[config.mk]
export PLATFORM = sky130hd
export DESIGN_NAME = uart_receive_fifo
export DESIGN_NICKNAME = d
export VERILOG_FILES = /design/src/rtl/uart_receive_fifo.sv
export SDC_FILE = /design/constraint.sdc
export NUM_CORES = 1
export LEC_CHECK = 0
export BUFFER_PORTS_ARGS = -buffer_cell sky130_fd_sc_hd__buf_2
export CORE_MARGIN = 3
export CORE_UTILIZATION = 45
export DETAILED_ROUTE_END_ITERATION = 8
export PLACE_DENSITY = 0.62
export SLEW_MARGIN = 20
export SYNTH_ARGS = -nofsm -noshare
export SYNTH_HDL_FRONTEND = slang
export SYNTH_SLANG_ARGS = --single-unit
[constraint.sdc]
create_clock -name clk_in -period 8.6 [get_ports clk_in]
set_input_delay 0.43 -clock clk_in [delete_from_list [all_inputs] [get_ports clk_in]]
set_output_delay 0.43 -clock clk_in [all_outputs]
set_load 0.02 [all_outputs]
[src/rtl/uart_receive_fifo.sv]
// uart_receive_fifo: UART receiver (configurable width, parity, stop bits)
// feeding a small receive FIFO drained by a ready/valid handshake.
// Optional build macro UART_RX_MAJORITY_EN: 2-of-3 majority vote around mid-bit.
module uart_receive_fifo #(
    parameter int unsigned INPUT_CLOCK_FREQ = 100_000_000,
    parameter int unsigned BAUD_RATE        = 9600,
    parameter int unsigned DATA_WIDTH       = 8,
    parameter int unsigned PARITY           = 0,
    parameter int unsigned STOP_BITS        = 1,
    parameter int unsigned FIFO_DEPTH       = 4
) (
    input  logic                          clk_in,
    input  logic                          rst_in,
    input  logic                          rx_wire_in,
    output logic [DATA_WIDTH-1:0]         data_out,
    output logic                          parity_err_out,
    output logic                          valid_out,
    input  logic                          ready_in,
    output logic                          frame_err_out,
    output logic                          overrun_out,
    output logic [$clog2(FIFO_DEPTH):0]   fifo_count_out
);

    localparam int unsigned BIT_PERIOD = INPUT_CLOCK_FREQ / BAUD_RATE;
    localparam int unsigned HALF_BIT   = BIT_PERIOD / 2;
    localparam int unsigned CNT_W      = $clog2(BIT_PERIOD);
    localparam int unsigned IDX_W      = $clog2(DATA_WIDTH);
    localparam int unsigned PTR_W      = $clog2(FIFO_DEPTH);
    localparam int unsigned CNT_FW     = PTR_W + 1;

    typedef enum logic [2:0] {
        S_IDLE, S_START, S_DATA, S_PARITY, S_STOP, S_BREAK, S_PUSH
    } state_t;

    state_t                state;
    logic                  rx_meta;
    logic                  rx_s;
    logic [CNT_W-1:0]      bit_cnt;
    logic [IDX_W-1:0]      bit_idx;
    logic                  stop_idx;
    logic [DATA_WIDTH-1:0] shift;
    logic                  perr;
    logic                  sample_bit;
    logic                  sample_tick;

    logic [DATA_WIDTH:0]   mem [FIFO_DEPTH];
    logic [PTR_W-1:0]      wr_ptr;
    logic [PTR_W-1:0]      rd_ptr;
    logic [PTR_W-1:0]      rd_next;
    logic [CNT_FW-1:0]     count_next;
    logic                  pop;
    logic                  full;
    logic                  push;
    logic [DATA_WIDTH-1:0] head_word;
    logic                  head_perr;

    // Two-flop synchroniser, preset to the idle line level
    always_ff @(posedge clk_in or posedge rst_in) begin
        if (rst_in) begin
            rx_meta <= 1'b1;
            rx_s    <= 1'b1;
        end else begin
            rx_meta <= rx_wire_in;
            rx_s    <= rx_meta;
        end
    end

`ifdef UART_RX_MAJORITY_EN
    localparam int unsigned SAMPLE_AT = HALF_BIT + 1;
    logic [1:0] hist;

    // Keep the two previous synchronised samples for the 2-of-3 vote
    always_ff @(posedge clk_in or posedge rst_in) begin
        if (rst_in) hist <= 2'b11;
        else        hist <= {hist[0], rx_s};
    end

    assign sample_bit = (hist[1] & hist[0]) | (hist[1] & rx_s) | (hist[0] & rx_s);
`else
    localparam int unsigned SAMPLE_AT = HALF_BIT;

    assign sample_bit = rx_s;
`endif

    assign sample_tick = (bit_cnt == CNT_W'(SAMPLE_AT));

    // FIFO bookkeeping and next head word, including write-through into an empty FIFO
    always_comb begin
        pop        = valid_out && ready_in;
        full       = (fifo_count_out == CNT_FW'(FIFO_DEPTH));
        push       = (state == S_PUSH) && (!full || pop);
        rd_next    = rd_ptr + PTR_W'(pop);
        count_next = fifo_count_out + CNT_FW'(push) - CNT_FW'(pop);
        head_word  = '0;
        head_perr  = 1'b0;
        if (count_next != '0) begin
            if (push && (fifo_count_out == CNT_FW'(pop)))
                {head_perr, head_word} = {perr, shift};
            else
                {head_perr, head_word} = mem[rd_next];
        end
    end

    // Receive FSM: start detection, bit sampling, parity/stop checks, push request
    always_ff @(posedge clk_in or posedge rst_in) begin
        if (rst_in) begin
            state         <= S_IDLE;
            bit_cnt       <= '0;
            bit_idx       <= '0;
            stop_idx      <= 1'b0;
            shift         <= '0;
            perr          <= 1'b0;
            frame_err_out <= 1'b0;
            overrun_out   <= 1'b0;
        end else begin
            frame_err_out <= 1'b0;
            overrun_out   <= 1'b0;
            if (bit_cnt == CNT_W'(BIT_PERIOD - 1)) bit_cnt <= '0;
            else                                   bit_cnt <= bit_cnt + CNT_W'(1);
            case (state)
                S_IDLE: begin
                    bit_cnt <= '0;
                    if (!rx_s) state <= S_START;
                end
                S_START: begin
                    if (sample_tick) begin
                        if (sample_bit) begin
                            state <= S_IDLE;
                        end else begin
                            state   <= S_DATA;
                            bit_idx <= '0;
                            perr    <= 1'b0;
                        end
                    end
                end
                S_DATA: begin
                    if (sample_tick) begin
                        shift[bit_idx] <= sample_bit;
                        if (bit_idx == IDX_W'(DATA_WIDTH - 1)) begin
                            state    <= (PARITY != 0) ? S_PARITY : S_STOP;
                            stop_idx <= 1'b0;
                        end else begin
                            bit_idx <= bit_idx + IDX_W'(1);
                        end
                    end
                end
                S_PARITY: begin
                    if (sample_tick) begin
                        if (PARITY == 1) perr <= ~((^shift) ^ sample_bit);
                        else             perr <= (^shift) ^ sample_bit;
                        state <= S_STOP;
                    end
                end
                S_STOP: begin
                    if (sample_tick) begin
                        if (!sample_bit) begin
                            frame_err_out <= 1'b1;
                            state         <= S_BREAK;
                        end else if (stop_idx == 1'(STOP_BITS - 1)) begin
                            state <= S_PUSH;
                        end else begin
                            stop_idx <= 1'b1;
                        end
                    end
                end
                S_BREAK: begin
                    if (rx_s) state <= S_IDLE;
                end
                S_PUSH: begin
                    overrun_out <= !push;
                    state       <= S_IDLE;
                end
                default: state <= S_IDLE;
            endcase
        end
    end

    // FIFO pointers, occupancy and registered head outputs
    always_ff @(posedge clk_in or posedge rst_in) begin
        if (rst_in) begin
            wr_ptr         <= '0;
            rd_ptr         <= '0;
            fifo_count_out <= '0;
            valid_out      <= 1'b0;
            data_out       <= '0;
            parity_err_out <= 1'b0;
        end else begin
            if (push) wr_ptr <= wr_ptr + PTR_W'(1);
            rd_ptr         <= rd_next;
            fifo_count_out <= count_next;
            valid_out      <= (count_next != '0);
            data_out       <= head_word;
            parity_err_out <= head_perr;
        end
    end

    // FIFO storage; contents are only meaningful behind the pointers
    always_ff @(posedge clk_in) begin
        if (push) mem[wr_ptr] <= {perr, shift};
    end

endmodule

==> out/metrics.json, run 1 <==
{
  "status": {
    "run_status": "completed"
  },
  "worst_setup_path": {
    "cp.arrival_ps": 3620,
    "setup.worst_path.start_class": "register",
    "end_kind": "register",
    "critical_path_class": "register to register",
    "crit_fanout": 10,
    "worst-r2r-setup-slack_ps": 5180,
    "crit_required_ps": 8800
  },
  "floorplanning": {
    "die_height_um": 98.4,
    "die_area_um2": 9680,
    "fp-row-count": 33,
    "die_w_um": 98.4,
    "initial_utilization": 0.465,
    "floorplan.core_area_um2": 8260,
    "boundaryPins": 19
  },
  "route": {
    "detail_route.vias_per_cell": 5.26,
    "drt-pass1-iter-count": 4,
    "avgRoutedWirePerCell_um": 15.7,
    "drt_drc_violations_left": 0,
    "wirelength_um": 6460,
    "detail-route-antenna-nets": 0,
    "routed-via-count": 2169,
    "dr.first_iter.drc_count": 105
  },
  "cells_and_area": {
    "final.fill_count": 703,
    "regArea_um2": 2330,
    "n_antenna_cell": 0,
    "final_nets": 318,
    "fin_area_um2": 4260,
    "layout.cells.most_common_list": "48 x dfrtp_1, 36 x edfxtp_1, 32 x nor2_1",
    "area_delta_synth_final_pct": 10.9,
    "mostFrequentLayoutCell": "dfrtp_1",
    "multi_input_comb_area_um2": 1400,
    "final_layout_size_suffix_gt1_frac": 0.195
  },
  "power_and_ir_drop": {
    "p_int_mw": 0.669,
    "power.density_nw_per_um2": 215,
    "switching_share": 0.271,
    "switching_power_mw": 0.248,
    "share_comb_of_total_power": 0.148,
    "total_leakage_power_nw": 1.91,
    "clk_network_pwr_share": 0.355,
    "worst_ir_drop_vdd_uv": 94.3,
    "power_frac_seq": 0.497
  },
  "global_routing": {
    "global_route_wire_length_before_repair_um": 11300,
    "antenna_found_initial": 0,
    "grt_max_degree": 51,
    "grt.total_usage": 0.148,
    "via_count_of_the_first_global_routing_pass": 2237,
    "grt.overflow.total": 0
  },
  "cts": {
    "numClockSinks": 86,
    "clkLatencyLatePin_ps": 350,
    "hold_buffers": 0,
    "post-cts-setup-buffer-count": 0,
    "cts_tree": "built",
    "numCtsBuffers": 9,
    "cts_resized": 0,
    "clk_root_buffer_cell": "clkbuf_8",
    "htreeDepth": 3,
    "path_clk_slew_ps": 100,
    "cts_max_path_buffers": 2
  },
  "timing": {
    "maxSlewHeadroom": 0.316,
    "max_slew.worst_pin.slew_ps": 1020,
    "tns_ps": 0,
    "clock.fmax_ghz": 0.293,
    "final_critical_period_ps": 3420,
    "rsz0062_at_grt": "no",
    "finalMaxSlewViolations": 0,
    "hold_viol_final": 0,
    "fin_skew_ps": 13.0,
    "final-setup-viol-count": 0,
    "layout_worst_path_cycle_share": 0.397
  },
  "synthesis": {
    "synth_enable_flop_cells": 36,
    "postSynth.asyncResetShare": 0.581,
    "ys_seq_elements": 86,
    "synth.yosys.seq_area_share": 0.608,
    "synth.cell_area_um2": 3840,
    "count_of_mapped_cells_out_of_synthesis": 282,
    "synthesis.nets": 298,
    "yosys_warnings": 0,
    "synth.lib_cells_used.distinct": 44,
    "syn_area_per_cell_um2": 13.6,
    "ys.flop_type": "dfrtp_1"
  },
  "placed_design": {
    "numPortBuffers": 18,
    "placedInstanceArea_um2": 4020,
    "place_hpwl_um": 4400,
    "place.gp.congestion": 0.813
  },
  "hold_path": {
    "hold_path_class": "primary input to register"
  },
  "job": {
    "max_cap_violations": 0
  }
}
power by group through the flow:
stage / clock network, mW / registers, mW / logic (mW)
2_1_floorplan: 0 / 0.471 / 0.0959
4_1_cts: 0.337 / 0.456 / 0.140
6_report: 0.325 / 0.456 / 0.136
3_5_place_dp: 0 / 0.464 / 0.139
3_3_place_gp: 0 / 0.464 / 0.137
5_1_grt: 0.353 / 0.460 / 0.149
final timing paths:
kind | from | to | cells after the start
setup / recovery | state[2]$_DFFE_PP0P_ | data_out[0]$_DFF_PP0_ | 13
hold / removal | rx_wire_in | rx_meta$_DFF_PP1_ | 1
setup reg to reg | state[2]$_DFFE_PP0P_ | data_out[0]$_DFF_PP0_ | 13
hold reg to reg | rx_meta$_DFF_PP1_ | rx_s$_DFF_PP1_ | 0
max in group asynchronous | rst_in | shift[6]$_DFFE_PP0P_ | 2
min in group asynchronous | rst_in | frame_err_out$_DFF_PP0_ | 2
synthesized netlist by cell type, types with 2 or more instances:
library cell  number  area [um2]
dfstp_2            2        52.6
xor2_1             7        61.3
o31ai_1            5        37.5
dfrtp_1           48        1200
nand3_1            7        35.0
buf_2              4        20.0
and2_1             5        31.3
nor3_1             6        30.0
and4_1             2        17.5
mux2i_1           12         120
mux2_2             6        67.6
a21oi_1            3        15.0
nor2b_1            2        12.5
o21ai_0            6        30.0
and3_1             4        25.0
nand4_1            5        31.3
inv_1             15        56.3
edfxtp_1          36        1080
ha_1              11         138
nand2_1           11        41.3
nor4b_1            2        17.5
clkbuf_1           4        15.0
nor4_1             5        31.3
nor2_1            32         120
mux4_2             9         203
xnor2_1           15         131
cell type report:
type,count,area share
Clock buffer,10,0.0323
Timing Repair Buffer,19,0.0229
Clock inverter,6,0.0241
Sequential cell,86,0.548
Tap cell,105,0.0308
Multi-Input combinational cell,171,0.328
Inverter,15,0.0135
critical path, stage by stage, from the launching register on:
cell and delay, ps:
dfrtp_1 490, nor2b_1 360, nand2_1 120, a21oi_1 390, inv_1 90, ha_1 300, inv_1 60, ha_1 130
inv_1 40, fa_1 370, xnor2_1 150, xnor2_1 160, nor3_2 490, nor2_1 120
per-layer routing:
layer / up-vias / share of wire / track usage / wire length (um)
met5: - / 0 / 0 / 0
met2: 41 / 0.47 / 0.229 / 3040
met4: 0 / 0.013 / 0.0462 / 82
met1: 1072 / 0.48 / 0.200 / 3110
li1: 1050 / - / - / -
met3: 6 / 0.036 / 0.0457 / 234
kinds of logic (layout without fill, tap and decap cells):
group | Yosys count | count (layout) | synth area share
DFF | 86 | 86 | 0.608
AOI/OAI and AO/OA | 18 | 18 | 0.0310
and+or+nand+nor | 90 | 90 | 0.131
xor gates and xnor gates | 23 | 23 | 0.0560
buffers and inverters | 25 | 50 | 0.0277
adders and majority gates | 12 | 12 | 0.0411
muxes | 28 | 28 | 0.106
flip-flops by register name (all words and copies together), names as in the netlist:
| signal | count |
|---|---|
| state | 3 |
| perr | 1 |
| rx_meta | 1 |
| rx_s | 1 |
| mem | 36 |
| parity_err_out | 1 |
| shift | 8 |
| valid_out | 1 |
| bit_cnt | 14 |
| bit_idx | 3 |
| overrun_out | 1 |
| data_out | 8 |
| fifo_count_out | 3 |
| wr_ptr | 2 |
| rd_ptr | 2 |
| frame_err_out | 1 |
metrics by stage:
step / std cells / hold WS (ps) / setup WS [ps] / utilization / power [mW]
2_1_floorplan: 282 / 345 / 5650 / - / 0.567
3_3_place_gp: 396 / 347 / 5380 / 0.487 / 0.602
3_5_place_dp: 396 / 348 / 5180 / 0.487 / 0.604
4_1_cts: 412 / 153 / 5170 / 0.516 / 0.933
5_1_grt: 412 / 155 / 4830 / 0.516 / 0.963
6_report: 412 / 183 / 5180 / 0.516 / 0.917
No activity file was read; power rests on OpenSTA's default activity.
==> run 2, diff against run 1 <==
==> constraint.sdc (replaced) <==
create_clock -name clk_in -period 3.2 [get_ports clk_in]
set_input_delay 0.16 -clock clk_in [delete_from_list [all_inputs] [get_ports clk_in]]
set_output_delay 0.16 -clock clk_in [all_outputs]
set_load 0.02 [all_outputs]
==> run 2 against run 1 <==
Compared with the run above:
- cell count is 1.5% higher
- setup slack lost 4700 ps
- largest power group unchanged
- via count is 1.2% higher
- wire length shrank 1.5%
- core utilization grew 0.44 points
- global-route usage decreased by 0.14 points
- final area rose by 0.85%
- non-clock buffer count is 6 higher
- highest routed layer unchanged
- register-to-register slack worse by 4700 ps
- sequential cell count did not move
- maximum frequency rose by 28%
- critical endpoint is now data_out[7]$_DFF_PP0_
- count of clock-buffer cells in the layout decreased by 1
==> out/metrics.json, run 2 (synthesized netlist as in run 1, its figures left out) <==
{
  "status": {
    "run_status": {"value": "completed", "change": "unchanged"}
  },
  "cells_and_area": {
    "area_delta_synth_final": {"value": 11.9, "unit": "%", "change": "was 10.9%"},
    "multi_input_comb_area": {"value": 1400, "unit": "um2", "change": "unchanged"},
    "largest_register_ffs": {"value": 36, "change": "unchanged"},
    "max_flop_register": {"value": "mem", "change": "unchanged"},
    "n_antenna_cell": {"value": 0, "change": "unchanged"},
    "biggest_registers_after_layout": {"value": "mem x36, bit_cnt x14", "change": "unchanged"},
    "regArea": {"value": 2330, "unit": "um2", "change": "unchanged"},
    "mostFrequentLayoutCell": {"value": "dfrtp_1", "change": "unchanged"},
    "layout.cells.most_common_list": {"value": "48 x dfrtp_1, 36 x edfxtp_1, 32 x nor2_1", "change": "unchanged"},
    "final_layout_size_suffix_gt1_frac": {"value": 0.204, "change": "was 0.195"},
    "final.fill_count": {"value": 707, "change": "was 703"},
    "final_nets": {"value": 324, "change": "was 318"}
  },
  "timing": {
    "rsz0062_at_grt": {"value": "no", "change": "unchanged"},
    "hold_viol_final": {"value": 0, "change": "unchanged"},
    "maxSlewHeadroom": {"value": 0.425, "change": "was 0.316"},
    "finalMaxSlewViolations": {"value": 0, "change": "unchanged"},
    "final_critical_period": {"value": 2670, "unit": "ps", "change": "was 3420 ps"},
    "max_slew.worst_pin.slew": {"value": 861, "unit": "ps", "change": "was 1020 ps"},
    "final-setup-viol-count": {"value": 0, "change": "unchanged"},
    "clock.fmax": {"value": 0.374, "unit": "GHz", "change": "was 0.293 GHz"},
    "layout_worst_path_cycle_share": {"value": 0.836, "change": "was 0.397"},
    "fin_skew": {"value": 12.2, "unit": "ps", "change": "was 13.0 ps"},
    "tns": {"value": 0, "unit": "ps", "change": "unchanged"}
  },
  "route": {
    "dr.first_iter.drc_count": {"value": 83, "change": "was 105"},
    "detail_route.vias_per_cell": {"value": 5.25, "change": "was 5.26"},
    "routed-via-count": {"value": 2195, "change": "was 2169"},
    "avgRoutedWirePerCell": {"value": 15.2, "unit": "um", "change": "was 15.7 um"},
    "drt-pass1-iter-count": {"value": 6, "change": "was 4"},
    "detail-route-antenna-nets": {"value": 0, "change": "unchanged"},
    "drt_drc_violations_left": {"value": 0, "change": "unchanged"},
    "wirelength": {"value": 6360, "unit": "um", "change": "was 6460 um"}
  },
  "floorplanning": {
    "die_area": {"value": 9680, "unit": "um2", "change": "unchanged"},
    "initial_utilization": {"value": 0.465, "change": "unchanged"},
    "fp-row-count": {"value": 33, "change": "unchanged"},
    "die_w": {"value": 98.4, "unit": "um", "change": "unchanged"},
    "floorplan.core_area": {"value": 8260, "unit": "um2", "change": "unchanged"},
    "die_height": {"value": 98.4, "unit": "um", "change": "unchanged"},
    "boundaryPins": {"value": 19, "change": "unchanged"}
  },
  "job": {
    "max_cap_violations": {"value": 0, "change": "unchanged"}
  },
  "worst_setup_path": {
    "crit_fanout": {"value": 10, "change": "unchanged"},
    "setup.worst_path.start_class": {"value": "register", "change": "unchanged"},
    "critical_path_cell_sequence": {"value": "nor2b_1, nand2_1, a21oi_1, inv_1, ha_1, inv_1, ha_1, inv_1, fa_1, xnor2_1, xnor2_1, nor3_2, buf_4, nor2_1", "change": "was nor2b_1, nand2_1, a21oi_1, inv_1, ha_1, inv_1, ha_1, inv_1, fa_1, xnor2_1, xnor2_1, nor3_2, nor2_1"},
    "end_kind": {"value": "register", "change": "unchanged"},
    "path_buf_inv": {"value": 4, "change": "was 3"},
    "crit_required": {"value": 3450, "unit": "ps", "change": "was 8800 ps"},
    "critical-path-top-delay-family": {"value": "adder cells", "change": "was simple AND/OR/NAND/NOR gates"},
    "cp_slowest_cell": {"value": "dfrtp_1", "change": "unchanged"},
    "cp.arrival": {"value": 2920, "unit": "ps", "change": "was 3620 ps"},
    "cp_slowest_stage_delay": {"value": 480, "unit": "ps", "change": "was 490 ps"},
    "crit_top_cell": {"value": "inv_1", "change": "unchanged"},
    "critical_path_class": {"value": "register to register", "change": "unchanged"}
  },
  "global_routing": {
    "grt_max_degree": {"value": 51, "change": "unchanged"},
    "via_count_of_the_first_global_routing_pass": {"value": 2277, "change": "was 2237"},
    "grt.total_usage": {"value": 0.146, "change": "was 0.148"},
    "global_route_wire_length_before_repair": {"value": 11100, "unit": "um", "change": "was 11300 um"},
    "grt.overflow.total": {"value": 0, "change": "unchanged"},
    "antenna_found_initial": {"value": 0, "change": "unchanged"}
  },
  "cts": {
    "clkLatencyLatePin": {"value": 360, "unit": "ps", "change": "was 350 ps"},
    "path_clk_slew": {"value": 90, "unit": "ps", "change": "was 100 ps"},
    "clk_root_buffer_cell": {"value": "clkbuf_8", "change": "unchanged"},
    "post-cts-setup-buffer-count": {"value": 0, "change": "unchanged"},
    "cts_max_path_buffers": {"value": 2, "change": "unchanged"},
    "numCtsBuffers": {"value": 9, "change": "unchanged"},
    "numClockSinks": {"value": 86, "change": "unchanged"},
    "hold_buffers": {"value": 1, "change": "was 0"},
    "cts_resized": {"value": 0, "change": "unchanged"},
    "cts_tree": {"value": "built", "change": "unchanged"},
    "htreeDepth": {"value": 3, "change": "unchanged"}
  },
  "hold_path": {
    "hold_path_class": {"value": "primary input to register", "change": "unchanged"}
  },
  "power_and_ir_drop": {
    "totalPowerFinal": {"value": 2.47, "unit": "mW", "change": "was 0.917 mW"},
    "worst_ir_drop_vdd": {"value": 247, "unit": "uV", "change": "was 94.3 uV"},
    "power.density": {"value": 576, "unit": "nW/um2", "change": "was 215 nW/um2"},
    "total_leakage_power": {"value": 1.93, "unit": "nW", "change": "was 1.91 nW"}
  },
  "placed_design": {
    "numPortBuffers": {"value": 18, "change": "unchanged"},
    "place.gp.congestion": {"value": 0.793, "change": "was 0.813"},
    "place_hpwl": {"value": 4300, "unit": "um", "change": "was 4400 um"}
  }
}
[run 2: cell count changes in the layout (fill, tap and decap cells not counted), sizes merged]
| cell | delta |
|---|---|
| buf | +4 |
| dlygate4sd3 | +2 |
| clkbuf | -1 |
| clkinv | -1 |
| clkinvlp | +1 |
| inv | +1 |
[run 2: path summary, 6_finish.rpt]
path / start / endpoint / slack (ps) / cells after the start
min reg2reg: rx_meta$_DFF_PP1_ / rx_s$_DFF_PP1_ / 360 / 0
min in group asynchronous: rst_in / fifo_count_out[0]$_DFF_PP0_ / 480 / 3
min: ready_in / overrun_out$_DFF_PP0_ / 270 / 5
max: state[2]$_DFFE_PP0P_ / data_out[7]$_DFF_PP0_ / 530 / 14
max reg2reg: state[2]$_DFFE_PP0P_ / data_out[7]$_DFF_PP0_ / 530 / 14
max in group asynchronous: rst_in / shift[0]$_DFFE_PP0P_ / 2180 / 3
[run 2: metal layers]
metal  vias to the layer above  part of all wire  track usage
met3                        11             0.030       0.0321
met2                        31              0.48        0.238
li1                       1062                 -            -
met5                         -                 0            0
met1                      1091              0.47        0.188
met4                         0             0.021       0.0662
[run 2: layout make-up]
class,count,share of cell area
sequential,86,0.543
multi-input combinational,171,0.326
timing repair buffer,25,0.0344
tap,105,0.0306
clock buffer,9,0.0288
clock inverter,7,0.0239
inverter,15,0.0134
[run 2: per-stage QoR]
step,util,setup WS [ps],std cells,instance area [um2],hold WS (ps)
after CTS,0.519,499,417,4290,92.4
final,0.520,526,418,4300,273
after global placement,0.490,593,400,4050,267
after global routing,0.520,248,418,4300,321
after detailed placement,0.490,520,400,4050,267
after floorplan,-,246,282,3840,164
[run 2: where the power goes]
part	internal (mW)	switching, mW
registers	1.18	0.0404
logic	0.165	0.224
clock network	0.449	0.412
[run 2: worst min-delay path: cells and delay by family]
family / cells / cell delay [ps]
buf+inv: 1 / 90
simple gates: 4 / 360
